$ cat config.mk
export PLATFORM = sky130hd
export DESIGN_NAME = filter_window_gen
export DESIGN_NICKNAME = d
export VERILOG_FILES = /design/src/rtl/filter_window_gen.sv
export SDC_FILE = /design/constraint.sdc
export NUM_CORES = 2
export LEC_CHECK = 0
export CORE_MARGIN = 2
export CORE_UTILIZATION = 30
export DETAILED_ROUTE_END_ITERATION = 12
export PLACE_DENSITY_LB_ADDON = 0.12
export SLEW_MARGIN = 20
export SYNTH_ARGS = -nofsm -noshare
export SYNTH_HDL_FRONTEND = slang
export SYNTH_SLANG_ARGS = --single-unit
$ cat constraint.sdc
create_clock -name clk -period 11.8 [get_ports clk]
set_clock_uncertainty 0.1 [all_clocks]
set_input_delay 1.77 -clock clk [delete_from_list [all_inputs] [get_ports clk]]
set_output_delay 1.77 -clock clk [all_outputs]
set_load 0.01 [all_outputs]
$ cat src/rtl/filter_window_gen.sv
// filter_window_gen
//
// Builds a sliding SIZE x SIZE (fixed 5x5) window of 8-bit pixels from a
// raster-order pixel stream. Four line buffers hold the previous four lines.
// A window register array shifts one column left per accepted pixel. A window
// is emitted one cycle after the pixel that completes it. Only full windows
// are emitted: rows 0..3 and columns 0..3 of each frame produce no output.
//
// Ports
//   clk        : clock; all state updates on its rising edge
//   rst_n      : asynchronous active-low reset
//   in_pixel   : raster-order pixel (row-major, left to right, top to bottom)
//   in_valid   : in_pixel is valid
//   in_ready   : block accepts a pixel (= !out_valid || out_ready)
//   in_sof     : only with FILTER_WINDOW_SOF_EN; forces the accepted pixel
//                to position (0,0)
//   out_window : element (row i, col j) at bits [i*40 + j*8 +: 8];
//                row 0 is the oldest line, col 0 is the leftmost column
//   out_valid  : out_window is valid
//   out_ready  : downstream accepts the window
//
// Configuration macro
//   FILTER_WINDOW_SOF_EN : adds the in_sof input. Undefined by default, so
//                          frame alignment comes only from the counters and
//                          reset.

module filter_window_gen #(
  parameter int unsigned IMG_WIDTH  = 64,  // 5..1024
  parameter int unsigned IMG_HEIGHT = 64,  // 5..1024
  parameter int unsigned SIZE       = 5    // window edge, only 5 supported
) (
  input  logic                     clk,
  input  logic                     rst_n,
  input  logic [7:0]               in_pixel,
  input  logic                     in_valid,
`ifdef FILTER_WINDOW_SOF_EN
  input  logic                     in_sof,
`endif
  output logic                     in_ready,
  output logic [8*SIZE*SIZE-1:0]   out_window,
  output logic                     out_valid,
  input  logic                     out_ready
);

  localparam int unsigned CW  = $clog2(IMG_WIDTH);
  localparam int unsigned RW  = $clog2(IMG_HEIGHT);
  localparam int unsigned NLB = SIZE - 1;

  localparam logic [CW-1:0] COL_LAST = CW'(IMG_WIDTH - 1);
  localparam logic [RW-1:0] ROW_LAST = RW'(IMG_HEIGHT - 1);
  localparam logic [CW-1:0] COL_EDGE = CW'(SIZE - 1);
  localparam logic [RW-1:0] ROW_EDGE = RW'(SIZE - 1);

  // Position counters
  logic [CW-1:0] col_q, col_d, col_cur;
  logic [RW-1:0] row_q, row_d, row_cur;

  logic          accept;
  logic          sof;
  logic          win_done;
  logic          out_valid_q, out_valid_d;

  // Line buffers: lb_mem[0] is the most recent previous line
  logic [7:0]    lb_mem [NLB][IMG_WIDTH];
  logic [7:0]    lb_rd  [NLB];

  // Window registers and the column entering on the next accept
  logic [7:0]    win_q   [SIZE][SIZE];
  logic [7:0]    new_col [SIZE];

  //--------------------------------------------------------------------------
  // Handshake
  //--------------------------------------------------------------------------
  // A pending window that has not been taken blocks new pixels, which keeps
  // the window registers (and therefore out_window) stable while stalled.
  assign in_ready  = !out_valid_q || out_ready;
  assign accept    = in_valid && in_ready;
  assign out_valid = out_valid_q;

`ifdef FILTER_WINDOW_SOF_EN
  assign sof = in_sof;
`else
  assign sof = 1'b0;
`endif

  //--------------------------------------------------------------------------
  // Position of the pixel being presented
  //--------------------------------------------------------------------------
  // A start-of-frame pixel is placed at (0,0) regardless of the counters.
  always_comb begin
    col_cur = col_q;
    row_cur = row_q;
    if (sof) begin
      col_cur = '0;
      row_cur = '0;
    end
  end

  // The pixel closes a full window only once four lines and four columns of
  // the current frame lie above and left of it.
  assign win_done = (row_cur >= ROW_EDGE) && (col_cur >= COL_EDGE);

  always_comb begin
    col_d = col_q;
    row_d = row_q;
    if (accept) begin
      if (col_cur == COL_LAST) begin
        col_d = '0;
        row_d = (row_cur == ROW_LAST) ? '0 : row_cur + 1'b1;
      end else begin
        col_d = col_cur + 1'b1;
        row_d = row_cur;
      end
    end
  end

  always_ff @(posedge clk or negedge rst_n) begin
    if (!rst_n) begin
      col_q <= '0;
      row_q <= '0;
    end else begin
      col_q <= col_d;
      row_q <= row_d;
    end
  end

  //--------------------------------------------------------------------------
  // Line buffers
  //--------------------------------------------------------------------------
  // Not reset: stale contents only reach rows of the window that are fully
  // overwritten before the first window of a frame is emitted.
  always_comb begin
    for (int k = 0; k < NLB; k++) begin
      lb_rd[k] = lb_mem[k][col_cur];
    end
  end

  // Each accepted pixel pushes the column down one line: the new pixel goes
  // into the newest buffer and every buffer hands its old value to the next.
  always_ff @(posedge clk) begin
    if (accept) begin
      lb_mem[0][col_cur] <= in_pixel;
      for (int k = 1; k < NLB; k++) begin
        lb_mem[k][col_cur] <= lb_rd[k-1];
      end
    end
  end

  //--------------------------------------------------------------------------
  // Window registers
  //--------------------------------------------------------------------------
  // Row 0 is the oldest line, so it takes the deepest line buffer; the last
  // row takes the incoming pixel itself.
  always_comb begin
    for (int i = 0; i < SIZE; i++) begin
      new_col[i] = '0;
    end
    for (int i = 0; i < SIZE - 1; i++) begin
      new_col[i] = lb_rd[SIZE-2-i];
    end
    new_col[SIZE-1] = in_pixel;
  end

  always_ff @(posedge clk or negedge rst_n) begin
    if (!rst_n) begin
      for (int i = 0; i < SIZE; i++) begin
        for (int j = 0; j < SIZE; j++) begin
          win_q[i][j] <= '0;
        end
      end
    end else if (accept) begin
      for (int i = 0; i < SIZE; i++) begin
        for (int j = 0; j < SIZE - 1; j++) begin
          win_q[i][j] <= win_q[i][j+1];
        end
        win_q[i][SIZE-1] <= new_col[i];
      end
    end
  end

  //--------------------------------------------------------------------------
  // Output valid
  //--------------------------------------------------------------------------
  // A completing pixel accepted on the same edge as a transfer keeps
  // out_valid high, giving back-to-back windows.
  always_comb begin
    out_valid_d = out_valid_q;
    if (accept && win_done) begin
      out_valid_d = 1'b1;
    end else if (out_ready) begin
      out_valid_d = 1'b0;
    end
  end

  always_ff @(posedge clk or negedge rst_n) begin
    if (!rst_n) begin
      out_valid_q <= 1'b0;
    end else begin
      out_valid_q <= out_valid_d;
    end
  end

  //--------------------------------------------------------------------------
  // Window packing
  //--------------------------------------------------------------------------
  always_comb begin
    out_window = '0;
    for (int i = 0; i < SIZE; i++) begin
      for (int j = 0; j < SIZE; j++) begin
        out_window[(i*SIZE+j)*8 +: 8] = win_q[i][j];
      end
    end
  end

endmodule

# After elaboration in Yosys (flattened, before gate mapping)
# Memories as Yosys holds them, arrays and structs flattened.
# Index checks and enable logic that the tools add are counted.
[op_classes] n_bitwise=1 mux=20 magnitude_cmp=4 reduce_logical=8 n_addsub=2 n_eq_ne=2
[ops] cell="$mux 512" count=1
[ops] cell="$bmux 8 s6" count=4
[ops] cell="$mux 8" count=9
[ops] cell="$demux 8 s6" count=1
[ops] cell="$add 6x1->6 const B" count=2
[ops] cell="$eq 6x6->1 const B" count=2
[ops] cell="$ge 6x3->1 const B" count=2
[ops] cell="$mux 6" count=2
[ops] cell="$ge 7x7->1 const B" count=1
[ops] cell="$lt 7x1->1 const B" count=1
[ops] cell="$not 6->7" count=1
[ops] cell="$logic_and 1x1->1" count=4
[ops] cell="$mux 1" count=3
[ops] cell="$reduce_and 2->1" count=1
[ops] cell="$reduce_bool 2->1" count=1
[ops] cell="$logic_not 1->1" count=1
[ops] cell="$logic_or 1x1->1" count=1
[totals] word_cells=66 inputBits=12 ram_bits=2048 regBits=213 mem_count=1
[memory_table] name="lb_mem" depth=4 word_bits=512 read_ports=4 rd_ports_with_merged_regs=0 wr=4 line_no="64" rtl="logic [7:0] lb_mem [NLB][IMG_WIDTH];"

# Depth between registers and ports, before layout
[depth] word_depth=6 depth_mapped=12 ltp_nobuf=6

# Worst setup path before layout
# Ideal clock, no wire load.
[synth_path] kind="in2reg" from="in out_ready" to="mem lb_mem[0][100] (netlist bit) (enable)" cell_stages=5 path_slack_ns=6.407 setup_ns=0.461 n_path_buf=2 arrival_time_ns=4.832 required_time_ns=11.239 path_cell_list="nand2b_1 -> nand2_1 -> clkbuf_1 -> clkbuf_1 -> nor3_1"
[synth_lines] element="from (decl)" line_no="42" rtl="input logic out_ready"
[synth_lines] element="to (decl)" line_no="64"

==> impl_metrics.toml <==
[clock_network]
cts_setup_buffers = 0
ctsResizeCount = 0
ctsHoldBuffers = 0
clock_latency_ns = 0.95
h-tree-depth = 4
cts.sinks = 2261
root_buffer = "clkbuf_16"
clk_pin_slew_worst_paths_ns = 0.06
clockBufferDepth = 4
cts_made_buffers = 248
tritoncts = "yes"

[global_route]
use_met2_pct = 34.5
grt_pass1_wl_mm = 446
grt_pass1_vias = 50245
grtUsageMet3_pct = 3.34
grt_use_total_pct = 21.7
met1_usage_pct = 31.0
antenna_found_initial = 24
grt_overflow = 0
grt_max_degree = 162
busiest_layer = "met2"

[worst_setup_path]
cp.required_ns = 12.49
slowest_delay_ns = 0.94
setup.worst_path.end_class = "register"
crit_path_start_kind = "register"
path_max_fanout = 58
crit_type = "reg2reg"
crit_path_top_delay_cell = "nand4_1"
crit_path_cell_trace = "buf_4, buf_4, mux2_1, a221oi_1, o22ai_1, a221oi_2, nand4_1, buf_4, mux2_2"
crit_top_cell = "buf_4"
crit_arrival_ns = 6.69

[final_layout]
final_cell_mix = "edfxtp_1 (2048), nand2_1 (629), clkbuf_16 (248)"
postLayoutCellArea_sq_um = 103000
finish.utilization_pct = 35.3
mostFrequentLayoutCell = "edfxtp_1"
drive_gt1_share_pct = 14.4
nets = 5594
syn_to_final_growth_pct = 17.3

[synth]
postSynthRegisterBits = 2261
synthCells = 5294
synth_nets = 5310
yosys_warnings = 0
yosys-top-cells-area = "edfxtp_1 (70%), dfrtp_1 (6.1%), nand2_1 (2.7%)"
avgSynthCellArea_sq_um = 16.5
synth_ff_type = "edfxtp_1"
yosysTopAreaCellShare_pct = 70.3
synth_edf_count = 2048
post-synth-top-area-cell = "edfxtp_1"
synth-seq-area-share_pct = 76.4
synthDistinctLibCells = 81
synth_area_sq_um = 87500
async_flop_share_pct = 9.42

[status]
status = "finished clean"

[route]
drtAntennaViolNets = 0
drc = 0
drt-total-wl_mm = 328
dr.pass1.iters = 6
routed_via_density = 5.40
wl_per_cell_um = 33.9
drtIter0Drc = 6294
vias = 52306

[sta]
worst_pin_slew_ns = 1.22
hold_viol_final = 0
grt_setup_unrepaired = "false"
timing.final.crit_share_pct = 50.8
setup_slack_ns = 5.81
setup_viol = 0
fin_setup_tns_ns = 0
max_freq_mhz = 167
timing.final.max_slew_violations = 0
period_needed_ns = 5.99
slew_headroom_pct = 17.9

[floorplan]
rows = 198
ios = 214
dieHeight_um = 544
die_w_um = 544
core_area_sq_um = 291000
die_area_sq_um = 296000
start_util_pct = 30.1

[pwr]
leakagePower_nw = 33.4
power.clock.fraction_pct = 27.3
seq_power_share_pct = 41.9
power.total_mw = 27.6
switching_share_pct = 36.2
ir_worst_vdd_mv = 0.217
power.net_switching_mw = 9.99
internal_power_mw = 17.6
p_per_area_nw_per_um2 = 269
pwr-share-comb_pct = 30.8

[placed_design]
numPortBuffers = 213
place_congestion = 0.816
hpwl_mm = 187
pre_cts_ws_ns = 5.74
placedInstanceArea_sq_um = 94900

[hold_path]
min_path_type = "reg2reg"

[job]
maxCapViolCount = 0
-- power by group through the flow --
stage | combinational, mW | clock [mW] | sequential (mW)
finish | 8.48 | 7.53 | 11.6
global route | 8.92 | 7.98 | 11.6
CTS | 8.54 | 7.68 | 11.6
detailed placement | 8.53 | 0 | 11.8
global placement | 8.44 | 0 | 11.7
floorplan | 4.11 | 0 | 11.8
-- synthesized netlist by cell type (all sizes together) (12+ instances only) --
cell type  count
nand2b        17
nand3b        65
a31oi         22
nand4         23
mux2          92
edfxtp      2048
mux2i        234
or3b          28
and3          13
nor2         112
mux4          62
o31ai         14
a22o          72
a2111oi       12
o2bb2ai       43
a221oi       215
nor3          34
a22oi        238
o221ai        36
o211ai        32
dfrtp        213
o22a          18
and3b         20
o22ai        147
a21oi        141
nor4          13
a221o         27
clkbuf       144
buf          251
nand2        632
o21ai        100
nand3         35
-- stage by stage --
stage	cells	hold slack, ns
after detailed placement	9227	0.362
after global routing	9675	0.398
final	9678	0.370
after floorplan	5294	0.363
after global placement	9223	0.360
after CTS	9673	0.370
-- cells by family after synthesis --
family / after synthesis / share of synthesized area [%]
fa+ha+maj: 4 / 0.0572
xor+xnor: 5 / 0.0501
flops: 2261 / 76.4
mux: 388 / 5.46
buf+inv: 400 / 2.29
compound gates: 1186 / 10.1
simple gates: 1050 / 5.65
-- final cells by class --
| cell class | instances | area, sq um |
|---|---|---|
| diodes | 4 | 10.0 |
| clock inverters | 126 | 1060 |
| inverters | 5 | 26.3 |
| multi-input cells | 2633 | 19200 |
| repair buffers | 429 | 3890 |
| flip-flops and latches | 2261 | 66800 |
| well taps | 3900 | 4880 |
| fillers | 27493 | 188000 |
| clock buffers | 320 | 6650 |
-- per-layer routing --
metal	routed length, um	up-vias	share of wire, %
li1	-	21778	-
met5	16	-	0.0049
met2	154000	1902	47
met4	7640	4	2.3
met3	21400	397	6.5
met1	145000	28225	44
-- path summary, 6_finish.rpt --
kind                                   end  slack, ns             from  depth (start not counted)
min in group asynchronous  out_window[124]       0.83            rst_n                          1
max                        out_window[157]       5.81       col_cur[2]                          9
min reg2reg                out_window[162]       0.37  out_window[162]                          2
min                        out_window[162]       0.37  out_window[162]                          2
max reg2reg                out_window[157]       5.81       col_cur[2]                          9
max in group asynchronous  out_window[145]       9.16            rst_n                          2
-- state kept, by name (all words and copies together), names as in the netlist --
name	count
row_cur	6
out_window	200
lb_mem	2048
col_cur	6
out_valid	1
-- worst max-delay path, delay by kind of cell, from the launching register on --
kind / cells / cell delay, ns
AOI/OAI and AO/OA: 3 / 1.30
buffers and inverters: 3 / 1.89
muxes: 2 / 0.71
and+or+nand+nor: 1 / 0.94
DFF: 1 / 0.80
(Power assumes the default switching activity.)
